**src/rtl/pong_collision_ctrl.sv**
```systemverilog
// Pong collision and scoring controller.
// Samples ball/paddle coordinates on each tick and produces registered,
// single-cycle paddle/wall/point events, per-player scores and a
// game-over/winner indication.
module pong_collision_ctrl #(
  parameter int unsigned COORD_W   = 6,
  parameter int unsigned FIELD_MAX = 63,
  parameter int unsigned PADDLE_H  = 6,
  parameter int unsigned P1_X      = 2,
  parameter int unsigned P2_X      = 61,
  parameter int unsigned SCORE_W   = 3,
  parameter int unsigned WIN_SCORE = 7
) (
  input  logic               clk,
  input  logic               rst_n,
  input  logic               tick,
  input  logic [COORD_W-1:0] bx,
  input  logic [COORD_W-1:0] by,
  input  logic [COORD_W-1:0] p1y,
  input  logic [COORD_W-1:0] p2y,
  input  logic               clr_scores,
  output logic [1:0]         paddle_hit,
  output logic               wall_hit,
  output logic [1:0]         point,
  output logic [SCORE_W-1:0] sc1,
  output logic [SCORE_W-1:0] sc2,
  output logic [1:0]         winner,
  output logic               game_over
);

  localparam int unsigned CW1 = COORD_W + 1;

  localparam logic [COORD_W-1:0] P1_XC   = COORD_W'(P1_X);
  localparam logic [COORD_W-1:0] P2_XC   = COORD_W'(P2_X);
  localparam logic [COORD_W-1:0] FMAX_C  = COORD_W'(FIELD_MAX);
  localparam logic [CW1-1:0]     PH_M1   = CW1'(PADDLE_H - 1);
  localparam logic [SCORE_W-1:0] WIN_C   = SCORE_W'(WIN_SCORE);
  localparam logic [SCORE_W-1:0] SC_ONE  = SCORE_W'(1);

  typedef enum logic [1:0] {
    PLAY       = 2'd0,
    SERVE_WAIT = 2'd1,
    OVER       = 2'd2
  } state_t;

  state_t             state_q, state_d;
  logic [1:0]         paddle_hit_q, paddle_hit_d;
  logic               wall_hit_q, wall_hit_d;
  logic [1:0]         point_q, point_d;
  logic [SCORE_W-1:0] sc1_q, sc1_d;
  logic [SCORE_W-1:0] sc2_q, sc2_d;
  logic [1:0]         winner_q, winner_d;
  logic               game_over_q, game_over_d;

  // Paddle range tests carried one bit wider so a paddle near the bottom
  // wall does not wrap round to the top rows.
  logic [CW1-1:0] by_w, p1_lo, p1_hi, p2_lo, p2_hi;
  logic           in_p1, in_p2;
  logic [SCORE_W-1:0] sc1_inc, sc2_inc;

  // Combinational paddle range and score increment helpers.
  always_comb begin
    by_w    = {1'b0, by};
    p1_lo   = {1'b0, p1y};
    p1_hi   = p1_lo + PH_M1;
    p2_lo   = {1'b0, p2y};
    p2_hi   = p2_lo + PH_M1;
    in_p1   = (by_w >= p1_lo) && (by_w <= p1_hi);
    in_p2   = (by_w >= p2_lo) && (by_w <= p2_hi);
    sc1_inc = sc1_q + SC_ONE;
    sc2_inc = sc2_q + SC_ONE;
  end

  // Next-state and registered-output logic; clr_scores overrides tick.
  always_comb begin
    state_d      = state_q;
    paddle_hit_d = '0;
    wall_hit_d   = 1'b0;
    point_d      = '0;
    sc1_d        = sc1_q;
    sc2_d        = sc2_q;
    winner_d     = winner_q;
    game_over_d  = game_over_q;

    if (clr_scores) begin
      sc1_d       = '0;
      sc2_d       = '0;
      winner_d    = '0;
      game_over_d = 1'b0;
      state_d     = PLAY;
    end else if (tick) begin
      case (state_q)
        PLAY: begin
          wall_hit_d = (by == '0) || (by == FMAX_C);
          if (bx == P1_XC) begin
            if (in_p1) begin
              paddle_hit_d = 2'b01;
            end else begin
              sc2_d   = sc2_inc;
              point_d = 2'b10;
              if (sc2_inc == WIN_C) begin
                state_d     = OVER;
                winner_d    = 2'b10;
                game_over_d = 1'b1;
              end else begin
                state_d = SERVE_WAIT;
              end
            end
          end else if (bx == P2_XC) begin
            if (in_p2) begin
              paddle_hit_d = 2'b11;
            end else begin
              sc1_d   = sc1_inc;
              point_d = 2'b01;
              if (sc1_inc == WIN_C) begin
                state_d     = OVER;
                winner_d    = 2'b01;
                game_over_d = 1'b1;
              end else begin
                state_d = SERVE_WAIT;
              end
            end
          end
        end
        SERVE_WAIT: begin
          if ((bx != P1_XC) && (bx != P2_XC)) state_d = PLAY;
        end
        OVER: begin
          state_d = OVER;
        end
        default: begin
          state_d = PLAY;
        end
      endcase
    end
  end

  // State and output registers with asynchronous active-low clear.
  always_ff @(posedge clk or negedge rst_n) begin
    if (!rst_n) begin
      state_q      <= PLAY;
      paddle_hit_q <= '0;
      wall_hit_q   <= 1'b0;
      point_q      <= '0;
      sc1_q        <= '0;
      sc2_q        <= '0;
      winner_q     <= '0;
      game_over_q  <= 1'b0;
    end else begin
      state_q      <= state_d;
      paddle_hit_q <= paddle_hit_d;
      wall_hit_q   <= wall_hit_d;
      point_q      <= point_d;
      sc1_q        <= sc1_d;
      sc2_q        <= sc2_d;
      winner_q     <= winner_d;
      game_over_q  <= game_over_d;
    end
  end

  assign paddle_hit = paddle_hit_q;
  assign wall_hit   = wall_hit_q;
  assign point      = point_q;
  assign sc1        = sc1_q;
  assign sc2        = sc2_q;
  assign winner     = winner_q;
  assign game_over  = game_over_q;

endmodule

```
**config.mk**
```make
export PLATFORM = sky130hd
export DESIGN_NAME = pong_collision_ctrl
export DESIGN_NICKNAME = d
export VERILOG_FILES = /design/src/rtl/pong_collision_ctrl.sv
export SDC_FILE = /design/constraint.sdc
export NUM_CORES = 1
export LEC_CHECK = 0
export BUFFER_PORTS_ARGS = -buffer_cell sky130_fd_sc_hd__clkbuf_2
export CAP_MARGIN = 20
export CORE_ASPECT_RATIO = 0.75
export CORE_UTILIZATION = 41
export DETAILED_ROUTE_END_ITERATION = 10
export PLACE_DENSITY = 0.66
export SYNTH_ARGS = -nofsm -noshare
export SYNTH_HDL_FRONTEND = slang
export SYNTH_SLANG_ARGS = --single-unit
```
**constraint.sdc**
```tcl
create_clock -name clk -period 1.51 [get_ports clk]
set_input_delay 0.453 -clock clk [delete_from_list [all_inputs] [get_ports clk]]
set_output_delay 0.453 -clock clk [all_outputs]
set_load 0.005 [all_outputs]
```
======== Word level (Yosys, flattened, before mapping) ========
Cells that the tools add are included.
storage, ports and cells
  register bits ........................... 16
  input port bits ......................... 28
  output and inout bits ................... 14
  logic and storage cells ................. 107
cells by class
  add/subtract/negate cells ............... 4
  $lt $le $gt $ge ......................... 4
  eq/ne operators ......................... 19
  mux-type cells .......................... 56
  reductions and logical operators ........ 16
operator list
  operator                                                          count
  2-bit two-way mux                                                 29
  3-bit two-way mux                                                 11
  1-bit two-way mux                                                 15
  6-bit by 3-bit adder with 7-bit output (second input constant)    2
  6-bit by 7-bit less-or-equal comparator with 1-bit output         2
  6-bit == test (second input constant)                             2
  6-bit >= comparator                                               2
  4-bit != test (second input constant)                             3
  5-bit AND reduction                                               2
  2-bit nonzero test                                                4
  7-bit AND reduction                                               1
  3-bit by 1-bit adder with 3-bit output (second input constant)    2
  3-bit == test (second input constant)                             2
  6-bit by 2-bit == test with 1-bit output (second input constant)  1
  6-bit logical NOT                                                 1
  2-bit != test (second input constant)                             3
  3-bit by 2-bit != test with 1-bit output (second input constant)  2
  3-bit != test (second input constant)                             2
  6-bit by 2-bit != test with 1-bit output (second input constant)  1
  6-bit != test (second input constant)                             1
  2-bit case mux with 3 select lines                                1
  3-bit nonzero test                                                2
  4-bit AND reduction                                               1
  1-bit logical AND                                                 3
  4 further kinds                                                   4

======== Longest topological paths before layout ========
Gate-level depths: netlist of the first run.
  depth in word-level cells ............... 9
  gate-level depth with buffers ........... 9
  depth with buffers taken out ............ 9

======== Least setup slack after synthesis of the first run ========
OpenSTA, ideal clock, no wires.
  kind .................................... input port to flip-flop
  from .................................... input p1y[0]
  to ...................................... register sc2_q[0] (netlist: sc2[0])
  data arrival time ....................... 2.270 ns
  data required time ...................... 1.385 ns
  setup slack ............................. -0.885 ns
  cell stages on the path ................. 9
  cell sequence ........................... ha_1 -> o21ai_0 -> xnor2_1 -> ha_1 -> nand3_1 -> a21o_1 -> a21o_1 -> a211oi_2 -> mux2_2
on the way
  cells in the longest elaborated chain, start to end .. 5
  elaborated cells on any way between the ends .. 6
  those cells by class .................... add/sub (1); order compare (2); eq/ne (1); reduce/logical (2)
ends and longest elaborated chain
  element                                                    line  source
  start: declaration                                         19    input logic [COORD_W-1:0] p1y,
  6-bit by 3-bit adder with 7-bit output                     65    p1_hi = p1_lo + PH_M1;
  6-bit by 7-bit less-or-equal comparator with 1-bit output  68    in_p1 = (by_w >= p1_lo) && (by_w <= p1_hi);
  1-bit logical AND *                                        68
  2-bit != test (no line) *                                  --
  4-bit AND reduction (no line) *                            --
  end signal: assignment                                     146   sc2_q <= '0;
  end signal: assignment                                     155   sc2_q <= sc2_d;
  end: declaration                                           51    logic [SCORE_W-1:0] sc2_q, sc2_d;
Mark *: on every way between the ends. The rest lies on a longest branch, timed or not.
A chain may end at the register's enable or synchronous reset.

======== Final worst setup path of the first run ========
Same ends and word-level chain as after synthesis.

==> summary.txt, run 1 <==
Run status
  – Status: complete, but fails checks
  – Failing checks: setup timing

CTS
  – TritonCTS clock tree: built
  – CTS sink count: 16
  – CTS Hold Bufs: 0
  – Clock transition at path regs: 0.06 ns
  – TritonCTS buffer count: 3
  – Clock latency at the later pin of the worst-skew pair: 0.25 ns
  – Root buf cell: clkbuf_8
  – Clock Path Buffers: 2
  – H-tree depth: 1

STA
  – Rel. slew slack: 0.734
  – Max Freq: 0.458 GHz
  – Final worst clock skew: 0.00594 ns
  – Fin. Hold Viols: 0
  – Max-slew violations: 0
  – Fin crit share: 1.45
  – RSZ-0062 raised after global routing: true
  – Tightest Pin Transition: 0.399 ns
  – Post-route minimum period: 2.18 ns
  – Setup WS post-layout: -0.674 ns
  – Final setup fails: 15

Yosys
  – Distinct cells, synth: 43
  – Syn_nets: 252
  – Post-synthesis cell area: 1760 um^2
  – Synth area leaders: dfrtp_1 23%, ha_1 21%, a21o_1 5.1%, inv_1 4.3%, nor2_1 4.1%
  – Yosys reg bits: 16
  – Post-Syn Area per Cell: 9.06 um^2
  – Sequential fraction of the synthesis area: 0.228
  – Synth area leader: dfrtp_1
  – Synth top area share: 0.228
  – Synth warn: 0
  – Post-Synthesis Cells: 194

Floorplan
  – Num rows: 20
  – Die width: 77.6 um
  – Starting Density: 0.431
  – IO Count: 42
  – Die Height: 58.7 um
  – Core Area: 4080 um^2
  – Die Outline Area: 4560 um^2

Routing
  – WL final: 4.17 mm
  – Via-to-Cell Ratio: 4.97
  – Wirelength per Cell: 12.1 um
  – Antenna-violating nets left: 0
  – Pre-Repair DR Iteration Count: 4
  – DRC Markers: 0
  – DRC marker count from the first detailed-route iteration: 86
  – Via count: 1,713

Cells and area
  – Area Growth Syn to Fin: 51.9%
  – Util after Layout: 0.655
  – Number of inserted diodes: 0
  – Layout Nets: 349
  – Commonest non-fill, non-tap cell in the layout: buf_4
  – Most frequent cells in the layout: 50 x buf_4, 37 x clkbuf_2, 28 x ha_1
  – Final non-filler cell area: 2670 um^2
  – Share of cells above drive strength 1: 0.469

Place
  – Buffers on Ports: 41
  – Final GP Congestion: 0.850
  – Pre-CTS WS: -1.05 ns
  – Placed cell areas: 2460 um^2
  – DPL Wire Length: 3.45 mm

Power and ir drop
  – Worst VDD drop: 407 uV
  – Static leakage: 1.39 nW
  – Pwr Density: 495 nW/um^2

Global route
  – Grt met1 use: 0.288
  – Met3 global-route usage: 0.0403
  – Gr busiest metal: met2
  – All-Layer GR Usage: 0.191
  – Met2 Use GR: 0.292
  – Vias in the first global route: 1,558
  – GRT Residual Overflow: 0
  – First-pass GRT wire length: 6.89 mm
  – Initial antenna violation count: 0
  – Largest net degree at the start of global routing: 17

Worst setup path
  – Critical path class: input pin to flip-flop
  – Worst EP required: 1.65 ns
  – Crit-path max FO: 3
  – Startpoint type of the worst setup path: input pin
  – Worst Path Arrival: 2.32 ns
  – Worst setup EP type: flip-flop

Worst hold path
  – HP Class: input pin to asynchronous set/reset pin

Flow run
  – Max_cap viols: 0
worst paths after layout:
check                           from   endpoint  slack [ns]  cells past startpoint
setup / recovery              p1y[0]     sc2[0]       -0.67                     10
min in group clk           winner[1]  winner[1]        0.56                      1
hold reg to reg            winner[1]  winner[1]        0.56                      1
max in group asynchronous      rst_n   wall_hit        1.11                      1
setup reg to reg              sc1[0]  winner[1]       -0.20                      6
hold / removal                 rst_n  game_over        0.11                      1
what timing repair did:
item	4_1_cts	5_1_grt
buffers inserted	4	0
pin swaps	13	3
endpoints found under the setup margin	15	15
gates resized for setup	15	10
stage by stage:
step	cells	power, mW	hold WS (ns)	TNS (ns)
final	345	1.32	0.114	-9.03
after global routing	345	1.39	0.154	-10.09
after CTS	345	1.32	0.123	-8.99
after floorplan	194	0.690	0.157	-8.69
after detailed placement	337	0.904	0.395	-13.61
after global placement	337	0.893	0.390	-13.28
cells by family (layout without fill, tap and decap cells):
| family | count (synthesis) | after routing | share of synthesized area |
|---|---|---|---|
| buf+inv | 21 | 117 | 0.0448 |
| simple gates | 64 | 64 | 0.201 |
| fa+ha+maj | 30 | 30 | 0.214 |
| mux | 6 | 6 | 0.0384 |
| compound gates | 47 | 47 | 0.224 |
| flops | 16 | 16 | 0.228 |
| xor+xnor | 10 | 10 | 0.0498 |
critical path, cell delays in order:
cell       delay, ns
clkbuf_16       0.13
ha_4            0.16
o21ai_2         0.12
xnor2_1         0.08
ha_1            0.30
nand3_2         0.07
a21o_1          0.17
a21o_4          0.24
a211oi_4        0.28
mux2_4          0.32
routing by layer:
layer	vias up	share of wire	wire length, um
li1	893	-	-
met1	776	0.52	2160
met2	42	0.43	1790
met3	2	0.049	205
met4	0	0.0031	13
met5	-	0	0
final cells by class:
| class | instances | area [um^2] |
|---|---|---|
| timing repair buffer | 93 | 663 |
| clock buffer | 4 | 55.1 |
| tap | 55 | 68.8 |
| sequential | 16 | 400 |
| multi-input combinational | 157 | 1410 |
| fill | 343 | 1410 |
| inverter | 20 | 75.1 |
cells in the mapped netlist, drive strengths merged:
library cell  instances
a2111oi               1
nand3                10
o211ai                2
nand3b                2
xor2                  4
a21oi                11
nor3                  3
o21ai                 6
a31oi                 3
nor2b                 4
nand2                11
inv                  20
o31ai                 1
dfrtp                16
and4                  1
and2                  3
a21o                 12
nand2b                1
nor3b                 1
and3                  3
mux2                  6
nor2                 19
clkbuf                1
o32ai                 1
or2                   1
ha                   30
a311oi                2
nand4                 3
o21a                  2
or4                   1
a211oi                3
o221a                 2
nor4b                 1
o32a                  1
xnor2                 6
power breakdown:
group          internal [mW]  leakage (nW)  switching [mW]  total [mW]
sequential             0.430         0.223        0.000623       0.431
clock                  0.231        0.0288           0.142       0.373
combinational          0.256          1.14           0.261       0.517
flip-flops by register name, indices dropped and copies added, names as in the netlist:
signal,cells
point,2
sc1,3
sc2,3
state_q,2
wall_hit,1
game_over,1
winner,2
paddle_hit,2
(Power assumes the default switching activity.)
==> run 2: changes to the inputs <==
- PLACE_DENSITY: 0.66 -> default
- clock period: 1.51 -> 2.3 ns (I/O delays scaled with it)
==> run 2 against run 1 <==
Compared with the run above: the flow still finishes with violations (setup timing); critical path depth is the same; count of clock-buffer cells in the layout shrank 1; register-to-register slack gained 0.75 ns; hold slack gained 0.24 ns; sequential cell count is the same; clock skew shrank 0.0041 ns; global-route usage grew 0.089 points; sequential share of layout area grew 1.5 points; non-clock buffer count shrank 26; wire length shrank 4.2%; sequential power shrank 34%.
==> summary.txt, run 2 (same netlist as run 1, synthesis figures left out) <==
Run status
  – Status: complete, but fails checks (unchanged)
  – Failing checks: setup timing (unchanged)

Place
  – Final GP Congestion: 0.905 (was 0.850)
  – Placed cell areas: 2260 um^2 (was 2460 um^2)
  – DPL Wire Length: 3.27 mm (was 3.45 mm)
  – Buffers on Ports: 41 (unchanged)
  – Placed insts: 310 (was 337)
  – Pre-CTS WS: -0.505 ns (was -1.05 ns)

Cells and area
  – Non-Filler Instances: 318 (was 345)
  – Commonest non-fill, non-tap cell in the layout: clkbuf_2 (was buf_4)
  – Share of cells above drive strength 1: 0.411 (was 0.469)
  – Area Growth Syn to Fin: 38.3% (was 51.9%)
  – Reg area: 400 um^2 (unchanged)
  – Number of inserted diodes: 0 (unchanged)
  – FILL cells: 369 (was 343)
  – Multi-input logic area: 1400 um^2 (was 1410 um^2)
  – Most frequent cells in the layout: 36 x clkbuf_2, 28 x ha_1, 25 x buf_4 (was 50 x buf_4, 37 x clkbuf_2, 28 x ha_1)
  – Layout Nets: 323 (was 349)
  – Final non-filler cell area: 2430 um^2 (was 2670 um^2)

STA
  – Final setup fails: 12 (was 15)
  – Fin crit share: 1.05
  – Tightest Pin Transition: 0.394 ns (was 0.399 ns)
  – Post-route minimum period: 2.42 ns
  – RSZ-0062 raised after global routing: true (unchanged)
  – Setup WS post-layout: -0.122 ns (was -0.674 ns)
  – Max Freq: 0.413 GHz
  – Max-slew violations: 0 (unchanged)
  – Fin. Hold Viols: 0 (unchanged)
  – Final worst clock skew: 0.00184 ns (was 0.00594 ns)
  – Rel. slew slack: 0.737 (was 0.734)

Global route
  – Initial antenna violation count: 0 (unchanged)
  – All-Layer GR Usage: 0.192 (was 0.191)
  – Vias in the first global route: 1,503 (was 1,558)
  – Largest net degree at the start of global routing: 18 (was 17)
  – GRT Residual Overflow: 0 (unchanged)
  – First-pass GRT wire length: 6.80 mm (was 6.89 mm)

CTS
  – Root buf cell: clkbuf_8 (unchanged)
  – Clock transition at path regs: 0.06 ns (about the same)
  – Clock Path Buffers: 2 (unchanged)
  – H-tree depth: 1 (unchanged)
  – CTS sink count: 16 (unchanged)
  – TritonCTS buffer count: 3 (unchanged)
  – TritonCTS clock tree: built (unchanged)
  – Clock latency at the later pin of the worst-skew pair: 0.25 ns (about the same)

Worst setup path
  – Startpoint type of the worst setup path: input pin (unchanged)
  – Worst EP required: 2.44 ns (was 1.65 ns)
  – Reg2Reg Setup Slack: 0.55 ns (was -0.20 ns)
  – Crit-path max FO: 3 (unchanged)
  – Worst Path Arrival: 2.56 ns (was 2.32 ns)
  – Critical path class: input pin to flip-flop (unchanged)
  – Worst setup EP type: flip-flop (unchanged)

Flow run
  – Max_cap viols: 0 (unchanged)

Routing
  – Wirelength per Cell: 12.6 um (was 12.1 um)
  – Via count: 1,593 (was 1,713)
  – DRC Markers: 0 (unchanged)
  – Pre-Repair DR Iteration Count: 4 (unchanged)
  – Via-to-Cell Ratio: 5.01 (was 4.97)
  – WL final: 3.99 mm (was 4.17 mm)
  – Antenna-violating nets left: 0 (unchanged)
  – DRC marker count from the first detailed-route iteration: 47 (was 86)

Power and ir drop
  – Worst VDD drop: 204 uV (was 407 uV)
  – P_sw: 256 uW (was 403 uW)
  – Comb power frac: 0.391 (was 0.392)
  – Pwr Density: 330 nW/um^2 (was 495 nW/um^2)
  – Static leakage: 1.24 nW (was 1.39 nW)
  – Clock power share: 0.256 (was 0.282)
  – Net Sw Frac: 0.319 (was 0.305)
  – Cell-internal power: 547 uW (was 918 uW)
  – Flop pwr share: 0.353 (was 0.326)

Floorplan
  – Die Outline Area: 4560 um^2 (unchanged)
  – Die width: 77.6 um (unchanged)
  – IO Count: 42 (unchanged)
  – Num rows: 20 (unchanged)
  – Die Height: 58.7 um (unchanged)
  – Starting Density: 0.431 (unchanged)
  – Core Area: 4080 um^2 (unchanged)

Worst hold path
  – HP Class: input pin to asynchronous set/reset pin (unchanged)
## run 2: cell count changes in the layout (fill, tap and decap cells not counted), moves of 2 or more
| cell | delta |
|---|---|
| clkbuf_16 | -2 |
| nor2_1 | +2 |
| a21oi_2 | +2 |
| nor2_2 | -2 |
| buf_8 | +2 |
| buf_4 | -25 |
## run 2: cell type report
class                           count  area share
Sequential cell                    16       0.165
Multi-Input combinational cell    157       0.574
Clock buffer                        3      0.0170
Timing Repair Buffer               67       0.185
Tap cell                           55      0.0283
Inverter                           20      0.0309
## run 2: path summary, 6_finish.rpt
check                           from         to  cells past startpoint
setup / recovery              p1y[1]     sc2[1]                     10
hold / removal                 rst_n  game_over                      1
setup reg to reg              sc2[0]  winner[1]                      6
hold reg to reg            winner[0]  winner[0]                      1
max in group asynchronous      rst_n   wall_hit                      1
min in group clk           winner[0]  winner[0]                      1
## run 2: through the flow
step                       util  hold WS [ns]  setup TNS, ns  power (mW)
after floorplan               -         0.394          -1.01       0.453
after global placement    0.553         0.543          -4.95       0.569
after global routing      0.596         0.385          -2.05       0.858
after CTS                 0.588         0.361          -1.08       0.803
final                     0.596         0.350         -0.971       0.803
after detailed placement  0.553         0.541          -5.47       0.572
## run 2: layer usage
| metal | global-route usage | part of all wire | vias up |
|---|---|---|---|
| li1 | - | - | 843 |
| met1 | 0.273 | 0.53 | 710 |
| met2 | 0.315 | 0.42 | 37 |
| met3 | 0.0341 | 0.044 | 3 |
| met4 | 0.0243 | 0.0063 | 0 |
| met5 | 0 | 0 | - |
## run 2: power by group through the flow
| stage | combinational, mW | sequential [mW] | clock, mW |
|---|---|---|---|
| global placement | 0.281 | 0.288 | 0 |
| detailed placement | 0.284 | 0.288 | 0 |
| floorplan | 0.165 | 0.288 | 0 |
| global route | 0.353 | 0.283 | 0.222 |
| finish | 0.314 | 0.283 | 0.206 |
| CTS | 0.306 | 0.283 | 0.214 |
## run 2: timing repair
| item | in CTS | in global routing |
|---|---|---|
| setup endpoints to repair | 12 | 15 |
| pin swaps | 14 | 6 |
| hold buffers | 0 | 0 |
| endpoints found under the hold margin | 0 | 0 |
| resized for setup | 12 | 12 |
| buffers inserted | 4 | 1 |
## run 2: critical path, stage by stage
cell and delay [ns]:
buf_8 0.10, ha_4 0.17, o21ai_2 0.13, xnor2_1 0.08, ha_1 0.31, nand3_2 0.08
a21o_1 0.16, a21o_4 0.24, a211oi_4 0.27, mux2_4 0.32
==> run 3: changes to the inputs <==
- ABC_AREA: default -> 1
- CORE_ASPECT_RATIO: 0.75 -> 2
- RECOVER_POWER: default -> 25
==> run 3 against run 2 <==
Compared with the run above: the flow now finishes without violations; power rose by 32%; critical path depth is 8 higher; global-route usage up 1.7 points; synthesized cell count is 27% higher; utilization grew 1.0 points; maximum frequency rose by 8.1%; critical path type unchanged.
==> summary.txt, run 3 <==
CTS
  – CTS sink count: 16 (unchanged)
  – CTS Hold Bufs: 0 (unchanged)
  – Clock Path Buffers: 2 (unchanged)
  – Clock latency at the later pin of the worst-skew pair: 0.26 ns (was 0.25 ns)
  – TritonCTS buffer count: 3 (unchanged)
  – TritonCTS clock tree: built (unchanged)
  – Clock transition at path regs: 0.07 ns (was 0.06 ns)
  – Root buf cell: clkbuf_8 (unchanged)
  – H-tree depth: 1 (unchanged)

STA
  – Tightest Pin Transition: 0.880 ns (was 0.394 ns)
  – Rel. slew slack: 0.413 (was 0.737)
  – Post-route minimum period: 2.24 ns (was 2.42 ns)
  – Final setup fails: 0 (was 12)
  – RSZ-0062 raised after global routing: true (unchanged)
  – Fin crit share: 0.974 (was 1.05)
  – Max Freq: 0.446 GHz (was 0.413 GHz)
  – Fin. Hold Viols: 0 (unchanged)
  – Final worst clock skew: 0.00157 ns (was 0.00184 ns)
  – Max-slew violations: 0 (unchanged)

Yosys
  – Number of flops mapped to enable cells by yosys: 0 (unchanged)
  – Yosys reg bits: 16 (unchanged)
  – Syn_nets: 305 (was 252)
  – Synth area leaders: dfrtp_1 23%, ha_1 21%, nand2_1 14%, inv_1 7.7%, xor2_1 5.0% (was dfrtp_1 23%, ha_1 21%, a21o_1 5.1%, inv_1 4.3%, nor2_1 4.1%)
  – Synth warn: 0 (unchanged)
  – Post-Synthesis Cells: 247 (was 194)
  – Top_reg_cell synth: dfrtp_1 (unchanged)
  – Top cells by instance count after synthesis: 64 x nand2_1, 36 x inv_1, 30 x ha_1 (was 30 x ha_1, 20 x inv_1, 19 x nor2_1)
  – Synth area leader: dfrtp_1 (unchanged)
  – Synth top area share: 0.228 (about the same)
  – Post-synthesis cell area: 1760 um^2 (about the same)
  – Synth async-reset ratio: 1.00 (unchanged)
  – Post-Syn Area per Cell: 7.12 um^2 (was 9.06 um^2)
  – Distinct cells, synth: 28 (was 43)
  – Sequential fraction of the synthesis area: 0.228 (about the same)
  – Most common cell in the synthesized netlist: nand2_1 (was ha_1)

Run status
  – Status: finished, final reports clean (was complete, but fails checks)

Routing
  – WL final: 4.45 mm (was 3.99 mm)
  – DRC Markers: 0 (unchanged)
  – Antenna-violating nets left: 0 (unchanged)
  – Via-to-Cell Ratio: 4.87 (was 5.01)
  – Pre-Repair DR Iteration Count: 4 (unchanged)
  – Via count: 1,791 (was 1,593)
  – Wirelength per Cell: 12.1 um (was 12.6 um)
  – DRC marker count from the first detailed-route iteration: 31 (was 47)

Place
  – DPL Wire Length: 3.66 mm (was 3.27 mm)
  – Buffers on Ports: 41 (unchanged)
  – Placed cell areas: 2200 um^2 (was 2260 um^2)
  – Final GP Congestion: 0.881 (was 0.905)

Worst setup path
  – Startpoint type of the worst setup path: input pin (unchanged)
  – Worst Path Arrival: 2.38 ns (was 2.56 ns)
  – Critical path's top delay family: simple AND/OR/NAND/NOR gates (was compound AO/OA/AOI/OAI gates)
  – WP buf/inv: 4 (was 1)
  – CP dominant cell by count: nand2_1
  – Crit-path max FO: 4 (was 3)
  – Stages on worst setup path: 18 (was 10)
  – Critical path class: input pin to flip-flop (unchanged)
  – CP max stage cell: ha_1 (was mux2_4)
  – Worst EP required: 2.44 ns (about the same)
  – R2r worst-path depth: 11 (was 6)
  – Slowest cell delay on critical path: 0.30 ns (was 0.32 ns)
  – Worst setup EP type: flip-flop (unchanged)
  – Worst path cell trace: buf_8 > ha_4 > buf_4 > xor2_1 > ha_1 > nand2_1 > inv_2 > nand2_1 > nand2_1 > nand2_1 > nand2_2 > nand2_4 > nand2_4 > nand3_4 > inv_4 > nor2_4 > nand2_2 > o31ai_4 (was buf_8 > ha_4 > o21ai_2 > xnor2_1 > ha_1 > nand3_2 > a21o_1 > a21o_4 > a211oi_4 > mux2_4)

Floorplan
  – Die Height: 94.6 um (was 58.7 um)
  – IO Count: 42 (unchanged)
  – Core Area: 4090 um^2 (was 4080 um^2)
  – Num rows: 33 (was 20)
  – Die width: 48.3 um (was 77.6 um)
  – Die Outline Area: 4570 um^2 (was 4560 um^2)
  – Starting Density: 0.430 (was 0.431)

Worst hold path
  – HP Class: flip-flop to flip-flop (was input pin to asynchronous set/reset pin)
  – Min-Delay Path Depth: 2

Global route
  – Met3 global-route usage: 0.0177 (was 0.0341)
  – Initial antenna violation count: 0 (unchanged)
  – GRT Residual Overflow: 0 (unchanged)
  – Grt met1 use: 0.184 (was 0.273)
  – Vias in the first global route: 1,819 (was 1,503)
  – Met2 Use GR: 0.448 (was 0.315)
  – Gr busiest metal: met2 (unchanged)
  – Largest net degree at the start of global routing: 17 (was 18)
  – All-Layer GR Usage: 0.209 (was 0.192)
  – First-pass GRT wire length: 7.47 mm (was 6.80 mm)

Power and ir drop
  – Worst VDD drop: 264 uV (was 204 uV)
  – Comb power frac: 0.433 (was 0.391)
  – P_sw: 396 uW (was 256 uW)
  – Final Power: 1.06 mW (was 803 uW)
  – Pwr Density: 428 nW/um^2 (was 330 nW/um^2)
  – Flop pwr share: 0.319 (was 0.353)
  – Clock power share: 0.248 (was 0.256)
  – Cell-internal power: 665 uW (was 547 uW)
  – Static leakage: 1.39 nW (was 1.24 nW)
  – Net Sw Frac: 0.373 (was 0.319)

Cells and area
  – Share of cells above drive strength 1: 0.389 (was 0.411)
  – Final non-filler cell area: 2480 um^2 (was 2430 um^2)
  – Most frequent cells in the layout: 56 x nand2_1, 36 x clkbuf_2, 28 x inv_1, 28 x ha_1, 23 x buf_4 (was 36 x clkbuf_2, 28 x ha_1, 25 x buf_4)
  – Commonest non-fill, non-tap cell in the layout: nand2_1 (was clkbuf_2)
  – FILL cells: 385 (was 369)
  – Area Growth Syn to Fin: 40.9% (was 38.3%)
  – Number of inserted diodes: 0 (unchanged)
  – Layout Nets: 375 (was 323)

Flow run
  – Max_cap viols: 0 (unchanged)
run 3: worst paths after layout:
| kind | slack (ns) | endpoint | from |
|---|---|---|---|
| max | 0.06 | sc2[1] | p1y[1] |
| min | 0.47 | game_over | game_over |
| max reg2reg | 0.63 | winner[1] | sc2[0] |
| min reg2reg | 0.47 | game_over | game_over |
| max in group asynchronous | 1.24 | wall_hit | rst_n |
| min in group asynchronous | 0.52 | sc2[1] | rst_n |
run 3: layer usage:
metal,vias to the layer above,part of all wire,routed length (um)
met4,0,0.030,132
met2,42,0.60,2670
met5,-,0,0
met1,804,0.35,1550
li1,934,-,-
met3,11,0.021,95
run 3: what timing repair did:
action,in CTS,in global routing
buffers inserted,2,1
setup endpoints to repair,12,14
pin swaps,12,28
gates resized for setup,17,38
run 3: layout make-up:
| cell class | instances | area [um^2] | area share |
|---|---|---|---|
| clock buffer | 4 | 55.1 | 0.0222 |
| inverter | 41 | 165 | 0.0666 |
| multi-input combinational | 189 | 1360 | 0.548 |
| sequential | 16 | 400 | 0.162 |
| tap | 52 | 65.1 | 0.0262 |
| timing repair buffer | 66 | 435 | 0.176 |
run 3: logic make-up after synthesis:
logic type / Yosys count / share of synthesized area
and+or+nand+nor: 123 / 0.336
buffers and inverters: 42 / 0.0925
adders and majority gates: 30 / 0.213
AOI/OAI and AO/OA: 26 / 0.0811
DFF: 16 / 0.228
xor gates and xnor gates: 10 / 0.0498
run 3: stage by stage:
stage                     TNS [ns]  hold WS [ns]  cells  utilization  setup WS [ns]
after floorplan            -0.0228         0.394    247            -        -0.0228
after global placement       -3.77         0.455    361        0.539         -0.357
after detailed placement     -3.91         0.459    361        0.539         -0.373
after CTS                        0         0.358    367        0.576        0.00425
after global routing        -0.543         0.502    368        0.606         -0.106
final                            0         0.471    368        0.606         0.0600
run 3: worst reg2reg max path, stage by stage (launching register included):
cell	delay, ns
dfrtp_1	0.43
ha_1	0.23
xor2_1	0.20
nand2_1	0.12
nand3_2	0.09
nand2_2	0.06
nor2_2	0.08
nand2_1	0.07
clkinv_2	0.07
nand3_2	0.09
nand2_1	0.07
nand2_1	0.05
run 3: power groups by stage:
| stage | combinational, mW | sequential (mW) | clock [mW] |
|---|---|---|---|
| 3_3_place_gp | 0.399 | 0.343 | 0 |
| 4_1_cts | 0.427 | 0.339 | 0.261 |
| 6_report | 0.460 | 0.338 | 0.263 |
| 3_5_place_dp | 0.406 | 0.344 | 0 |
| 5_1_grt | 0.525 | 0.342 | 0.272 |
| 2_1_floorplan | 0.246 | 0.341 | 0 |
